## src/rtl/tm_pkg.sv

```systemverilog
// Shared definitions for the Tsetlin-machine feedback engine: FSM encoding,
// TA state midpoint, LFSR feedback taps and saturating counter helpers.
package tm_pkg;

  typedef enum logic [1:0] {
    S_IDLE   = 2'd0,
    S_READ   = 2'd1,
    S_UPDATE = 2'd2,
    S_DONE   = 2'd3
  } tm_state_e;

  // TA state bits for the default configuration; states at or above the
  // midpoint mean "include".
  localparam int TM_STATE_WIDTH = 8;
  localparam logic [TM_STATE_WIDTH-1:0] STATE_MID = TM_STATE_WIDTH'(1) << (TM_STATE_WIDTH - 1);

  // Fibonacci feedback taps for x^24 + x^23 + x^22 + x^17 + 1 (bits 23,22,21,16).
  localparam logic [23:0] LFSR_TAPS = 24'hE1_0000;

  // Increment that sticks at ceil (operands zero-extended to 32 bits).
  function automatic logic [31:0] sat_inc(input logic [31:0] v, input logic [31:0] ceil);
    return (v >= ceil) ? ceil : v + 32'd1;
  endfunction

  // Decrement that sticks at floor (operands zero-extended to 32 bits).
  function automatic logic [31:0] sat_dec(input logic [31:0] v, input logic [31:0] floor);
    return (v <= floor) ? floor : v - 32'd1;
  endfunction

endpackage

```

## src/rtl/tm_lfsr.sv

```systemverilog
// Fibonacci LFSR random source; advances one step per cycle while step is high.
module tm_lfsr
  import tm_pkg::*;
#(
  parameter int                    LFSR_WIDTH = 24,
  parameter logic [LFSR_WIDTH-1:0] LFSR_SEED  = LFSR_WIDTH'(24'h00ACE1)
) (
  input  logic                  clk,
  input  logic                  rst,
  input  logic                  step,
  output logic [LFSR_WIDTH-1:0] value
);

  localparam logic [LFSR_WIDTH-1:0] TAPS = LFSR_WIDTH'(LFSR_TAPS);

  logic [LFSR_WIDTH-1:0] r_value;
  logic                  w_fb;

  // Feedback bit is the parity of the tapped positions.
  always_comb begin
    w_fb = ^(r_value & TAPS);
  end

  // Shift register: reload seed on reset, shift left on step.
  always_ff @(posedge clk) begin
    if (rst) begin
      r_value <= LFSR_SEED;
    end else if (step) begin
      r_value <= {r_value[LFSR_WIDTH-2:0], w_fb};
    end
  end

  assign value = r_value;

endmodule

```

## src/rtl/tm_feedback_engine.sv

```systemverilog
// Sequential Tsetlin-machine feedback engine: walks every clause of a class,
// read-modify-writes its TA-state row and updates its clause weight.
//
// Handshake: start is a one-cycle request accepted only in IDLE; busy is high
// from the next cycle until the DONE cycle, where done pulses for one cycle.
// State memory: st_rd_en/st_rd_addr request a row whose data must be present
// on st_rd_data in the following cycle; st_wr_en/st_wr_addr/st_wr_data commit
// the updated row in that same following cycle. Both strobes are forced low
// while rst is high so an aborted pass never writes.
module tm_feedback_engine
  import tm_pkg::*;
#(
  parameter int                    CLAUSE_NUM   = 16,
  parameter int                    LITERAL_NUM  = 32,
  parameter int                    STATE_WIDTH  = 8,
  parameter int                    WEIGHT_WIDTH = 8,
  parameter int                    PROB_WIDTH   = 8,
  parameter int                    LFSR_WIDTH   = 24,
  parameter logic [LFSR_WIDTH-1:0] LFSR_SEED    = LFSR_WIDTH'(24'h00ACE1),
  localparam int                   AW           = (CLAUSE_NUM > 1) ? $clog2(CLAUSE_NUM) : 1,
  localparam int                   RW           = LITERAL_NUM * STATE_WIDTH
) (
  input  logic                             clk,
  input  logic                             rst,
  input  logic                             start,
  input  logic                             fb_type,
  input  logic [CLAUSE_NUM-1:0]            fb_mask,
  input  logic [CLAUSE_NUM-1:0]            clause_out,
  input  logic [LITERAL_NUM-1:0]           literals,
  input  logic [PROB_WIDTH-1:0]            s_prob,
  output logic                             busy,
  output logic                             done,
  output logic [AW-1:0]                    st_rd_addr,
  output logic                             st_rd_en,
  input  logic [RW-1:0]                    st_rd_data,
  output logic                             st_wr_en,
  output logic [AW-1:0]                    st_wr_addr,
  output logic [RW-1:0]                    st_wr_data,
  output logic [CLAUSE_NUM*WEIGHT_WIDTH-1:0] weight_out
);

  localparam logic [STATE_WIDTH-1:0]  STATE_MAX  = '1;
  localparam logic [WEIGHT_WIDTH-1:0] WEIGHT_MAX = '1;
  localparam logic [AW-1:0]           LAST_C     = AW'(CLAUSE_NUM - 1);

  tm_state_e                r_state;
  logic [AW-1:0]            r_c;
  logic                     r_busy;
  logic                     r_done;
  logic                     r_type;
  logic [CLAUSE_NUM-1:0]    r_mask;
  logic [CLAUSE_NUM-1:0]    r_clause;
  logic [LITERAL_NUM-1:0]   r_lits;
  logic [PROB_WIDTH-1:0]    r_s_prob;
  logic [WEIGHT_WIDTH-1:0]  r_weight [CLAUSE_NUM];

  logic [LFSR_WIDTH-1:0]    w_lfsr;
  logic                     w_rand;
  logic                     w_hit;
  logic                     w_last;
  logic [STATE_WIDTH-1:0]   w_s;
  logic [STATE_WIDTH-1:0]   w_s_next;
  logic [RW-1:0]            w_row_next;
  logic [WEIGHT_WIDTH-1:0]  w_weight_next;

  // One random draw per clause, advanced only while updating a clause.
  tm_lfsr #(
    .LFSR_WIDTH(LFSR_WIDTH),
    .LFSR_SEED (LFSR_SEED)
  ) u_lfsr (
    .clk  (clk),
    .rst  (rst),
    .step (r_state == S_UPDATE),
    .value(w_lfsr)
  );

  // Per-clause decode shared by row and weight update.
  always_comb begin
    w_rand = (PROB_WIDTH'(w_lfsr) < r_s_prob);
    w_hit  = r_clause[r_c];
    w_last = (r_c == LAST_C);
  end

  // Apply Type I / Type II feedback to every TA in the row just read.
  always_comb begin
    w_row_next = st_rd_data;
    w_s        = '0;
    w_s_next   = '0;
    for (int j = 0; j < LITERAL_NUM; j++) begin
      w_s      = st_rd_data[j*STATE_WIDTH +: STATE_WIDTH];
      w_s_next = w_s;
      if (r_type) begin
        if (w_hit && r_lits[j]) begin
          w_s_next = STATE_WIDTH'(sat_inc(32'(w_s), 32'(STATE_MAX)));
        end else if (w_rand) begin
          w_s_next = STATE_WIDTH'(sat_dec(32'(w_s), 32'd0));
        end
      end else if (w_hit && !r_lits[j] && !w_s[STATE_WIDTH-1]) begin
        w_s_next = STATE_WIDTH'(sat_inc(32'(w_s), 32'(STATE_MAX)));
      end
      w_row_next[j*STATE_WIDTH +: STATE_WIDTH] = w_s_next;
    end
  end

  // Weight rewards clause firing on Type I and penalises it on Type II.
  always_comb begin
    if (r_type) begin
      w_weight_next = WEIGHT_WIDTH'(sat_inc(32'(r_weight[r_c]), 32'(WEIGHT_MAX)));
    end else begin
      w_weight_next = WEIGHT_WIDTH'(sat_dec(32'(r_weight[r_c]), 32'd1));
    end
  end

  // Pass sequencer: latch the sample, walk clauses, pulse done.
  always_ff @(posedge clk) begin
    if (rst) begin
      r_state  <= S_IDLE;
      r_c      <= '0;
      r_busy   <= 1'b0;
      r_done   <= 1'b0;
      r_type   <= 1'b0;
      r_mask   <= '0;
      r_clause <= '0;
      r_lits   <= '0;
      r_s_prob <= '0;
      for (int i = 0; i < CLAUSE_NUM; i++) begin
        r_weight[i] <= WEIGHT_WIDTH'(1);
      end
    end else begin
      r_done <= 1'b0;
      case (r_state)
        S_IDLE: begin
          if (start) begin
            r_type   <= fb_type;
            r_mask   <= fb_mask;
            r_clause <= clause_out;
            r_lits   <= literals;
            r_s_prob <= s_prob;
            r_c      <= '0;
            r_busy   <= 1'b1;
            r_state  <= S_READ;
          end
        end
        S_READ: begin
          if (r_mask[r_c]) begin
            r_state <= S_UPDATE;
          end else if (w_last) begin
            r_busy  <= 1'b0;
            r_done  <= 1'b1;
            r_state <= S_DONE;
          end else begin
            r_c <= r_c + AW'(1);
          end
        end
        S_UPDATE: begin
          if (w_hit) begin
            r_weight[r_c] <= w_weight_next;
          end
          if (w_last) begin
            r_busy  <= 1'b0;
            r_done  <= 1'b1;
            r_state <= S_DONE;
          end else begin
            r_c     <= r_c + AW'(1);
            r_state <= S_READ;
          end
        end
        default: begin
          r_state <= S_IDLE;
        end
      endcase
    end
  end

  // Flatten weights onto the output bus, clause c in slice c.
  always_comb begin
    weight_out = '0;
    for (int c = 0; c < CLAUSE_NUM; c++) begin
      weight_out[c*WEIGHT_WIDTH +: WEIGHT_WIDTH] = r_weight[c];
    end
  end

  assign busy       = r_busy;
  assign done       = r_done;
  assign st_rd_addr = r_c;
  assign st_wr_addr = r_c;
  assign st_rd_en   = !rst && (r_state == S_READ) && r_mask[r_c];
  assign st_wr_en   = !rst && (r_state == S_UPDATE);
  assign st_wr_data = w_row_next;

endmodule

```

## config.mk

```make
export PLATFORM = sky130hd
export DESIGN_NAME = tm_feedback_engine
export DESIGN_NICKNAME = d
export VERILOG_FILES = /design/src/rtl/tm_pkg.sv /design/src/rtl/tm_lfsr.sv /design/src/rtl/tm_feedback_engine.sv
export SDC_FILE = /design/constraint.sdc
export NUM_CORES = 2
export LEC_CHECK = 0
export BUFFER_PORTS_ARGS = -buffer_cell sky130_fd_sc_hd__buf_2
export CAP_MARGIN = 20
export CORE_AREA = 2 2 286 288
export DETAILED_ROUTE_END_ITERATION = 8
export DIE_AREA = 0 0 288 290
export GPL_TIMING_DRIVEN = 1
export SLEW_MARGIN = 10
export SYNTH_ARGS = -nofsm -noshare
export SYNTH_HDL_FRONTEND = slang
export SYNTH_SLANG_ARGS = --single-unit
```

## constraint.sdc

```tcl
create_clock -name clk -period 5.05 [get_ports clk]
set_input_delay 0.505 -clock clk [delete_from_list [all_inputs] [get_ports clk]]
set_output_delay 0.505 -clock clk [all_outputs]
set_load 0.005 [all_outputs]
```

==> results.json <==
{
  "status": "finished, final reports clean",
  "synthTopCellsByCount": "nand2_1, nor2_1, a21oi_1",
  "wire_per_inst_um": 22.9,
  "area_delta_synth_final_pct": 17.3,
  "cts_resized": 0,
  "p_leak_nw": 13.4,
  "yosys_warnings": 0,
  "cp-end-kind": "output pin",
  "gp_congestion": 0.960,
  "syn_inst": 4194,
  "die_h_um": 290,
  "final_util_pct": 44.2,
  "hold_viol_final": 0,
  "cts_hold_buf": 0,
  "synth-edff-count": 128,
  "grt_overflow_total": 0,
  "drtAntennaViolNets": 0,
  "antenna_found_initial": 57,
  "period_needed_ps": 4750,
  "clockRootBuffer": "clkbuf_16",
  "ctsLongestPathBuffers": 3,
  "final_nets": 5085,
  "fin_setup_tns_ps": 0,
  "rows": 104,
  "hold_class": "input port to flip-flop",
  "grt.total_usage_pct": 29.8,
  "drv_cap": 0,
  "vdd_drop_max_mv": 0.466,
  "reg2reg_slack_ps": 930,
  "core_region_area_mm2": 0.0802,
  "postRouteWirelength_um": 132000,
  "dieArea_mm2": 0.0835,
  "cts_setup_buffers": 0,
  "synth_top_cell_by_area": "edfxtp_1",
  "setup-violations-final": 0,
  "cts_buffers": 29,
  "cp_data_arrival_time_ps": 4240,
  "io_pins": 728,
  "synth_most_common_cell": "nand2_1",
  "cts_tree": "yes",
  "cp.required_ps": 4550,
  "route.vias.total": 35600,
  "fin_worst_skew_ps": 13.3,
  "cp_max_fo": 20,
  "p_per_area_mw_per_mm2": 299,
  "grt_pass1_wl_um": 198000,
  "path_clk_slew_ps": 60,
  "ys_async_sr_fraction_pct": 0,
  "fin_area_mm2": 0.0354,
  "port_buffers": 727,
  "post-route-period-util_pct": 94.0,
  "postPlaceCellArea_mm2": 0.0344,
  "grt_pass1_vias": 32400,
  "synth_area_leaders": "edfxtp_1, dfxtp_1, nand2_1, a21oi_1, nor2_1",
  "drt_iter0_drc": 3071,
  "cp-start-kind": "flip-flop",
  "synth_nets": 4641,
  "timing.fmax_ghz": 0.211,
  "start_util_pct": 37.7,
  "slew_headroom_pct": 21.9,
  "hpwl_um": 97200,
  "dr.pass1.iters": 6,
  "syn_area_mm2": 0.0302,
  "clkLatencyLatePin_ps": 580,
  "grt_max_degree": 137,
  "fillers": 8255,
  "cts-htree-levels": 1,
  "vias_per_cell": 6.19,
  "die_w_um": 288,
  "synth_top_area_share_pct": 12.7,
  "synth-main-ff-cell": "edfxtp_1",
  "slew_violations": 0,
  "crit_type": "flip-flop to output pin",
  "ys_seq_area_share_pct": 20.0,
  "tightest_slew_ps": 1160,
  "rsz0062_at_grt": "false",
  "final_layout_size_suffix_gt1_share_pct": 21.0,
  "synth_seq_cells": 237,
  "synth_area_per_cell_um2": 7.20,
  "drc": 0,
  "synthDistinctLibCells": 85,
  "cts_sinks": 237
}
==> critical path, cell delays in order, from the launching register on <==
cell and delay [ps]:
dfxtp_2 480, mux4_2 570, mux4_4 920, buf_4 310
and2_1 270, nor4_1 370, nor3_1 100, a211oi_1 420
buf_2 220
==> sequential cells by signal, summed over array words and instances, names as in the netlist, named ones only <==
signal	cells
r_weight	128
r_lits	32
r_clause	16
busy	1
r_mask	16
r_type	1
u_lfsr.value	24
st_rd_addr	4
r_state	2
r_s_prob	8
done	1
==> through the flow <==
step	worst slack [ps]	hold WS, ps	power, mW	cells
after CTS	63.8	126	10.6	5715
after global placement	743	442	8.35	5666
after global routing	103	147	11.2	5746
final	303	166	10.6	5752
after floorplan	1580	431	5.95	4194
after detailed placement	691	444	8.37	5666
==> final timing paths <==
path | from | end | cells after the start
hold / removal | literals[19] | r_lits[19]$_SDFFE_PP0P_ | 3
hold reg to reg | r_mask[4]$_SDFFE_PP0P_ | r_mask[4]$_SDFFE_PP0P_ | 2
setup / recovery | st_rd_addr[0]$_SDFFE_PP0N_ | st_wr_data[90] | 8
setup reg to reg | flip-flop | r_weight[10][4]$_SDFFCE_PN0P_ | 8
==> power by group <==
part	switching (mW)	total [mW]	internal [mW]
registers	0.240	2.47	2.23
logic	3.95	5.95	2.00
clock network	0.895	2.16	1.26
total	5.09	10.6	5.50
==> layout make-up <==
class / instances / area, um^2 / area share (%)
sequential: 237 / 6030 / 17.0
clock inverter: 16 / 216 / 0.611
inverter: 143 / 544 / 1.54
timing repair buffer: 791 / 4240 / 12.0
antenna: 36 / 90.1 / 0.254
multi-input combinational: 3436 / 22200 / 62.7
tap: 1060 / 1330 / 3.75
clock buffer: 33 / 741 / 2.09
==> logic make-up after synthesis <==
logic type,synth area share (%)
compound gates,25.9
xor+xnor,7.72
fa+ha+maj,4.77
buf+inv,6.75
flops,20.0
mux,6.41
simple gates,28.5
==> routing by layer <==
| metal | global-route usage, % | routed length, um | share of wire [%] |
|---|---|---|---|
| met1 | 38.8 | 53200 | 40 |
| met2 | 47.9 | 60900 | 46 |
| met3 | 5.40 | 11300 | 8.6 |
| met4 | 12.9 | 6150 | 4.7 |
| met5 | 0 | 180 | 0.14 |
==> cell usage in the layout (no fill, tap or decap), types with 59 or more instances in the layout <==
cell,instances
buf_2,726
nand2_1,565
nor2_1,399
a21oi_1,331
o21ai_0,172
nor3_1,144
and3_1,143
inv_1,142
xnor2_1,138
nand3_1,135
xor2_1,128
edfxtp_1,128
ha_1,115
dfxtp_1,106
mux2i_1,82
a31oi_1,71
a211oi_1,65
o311ai_0,59
No activity file was read; power rests on OpenSTA's default activity.
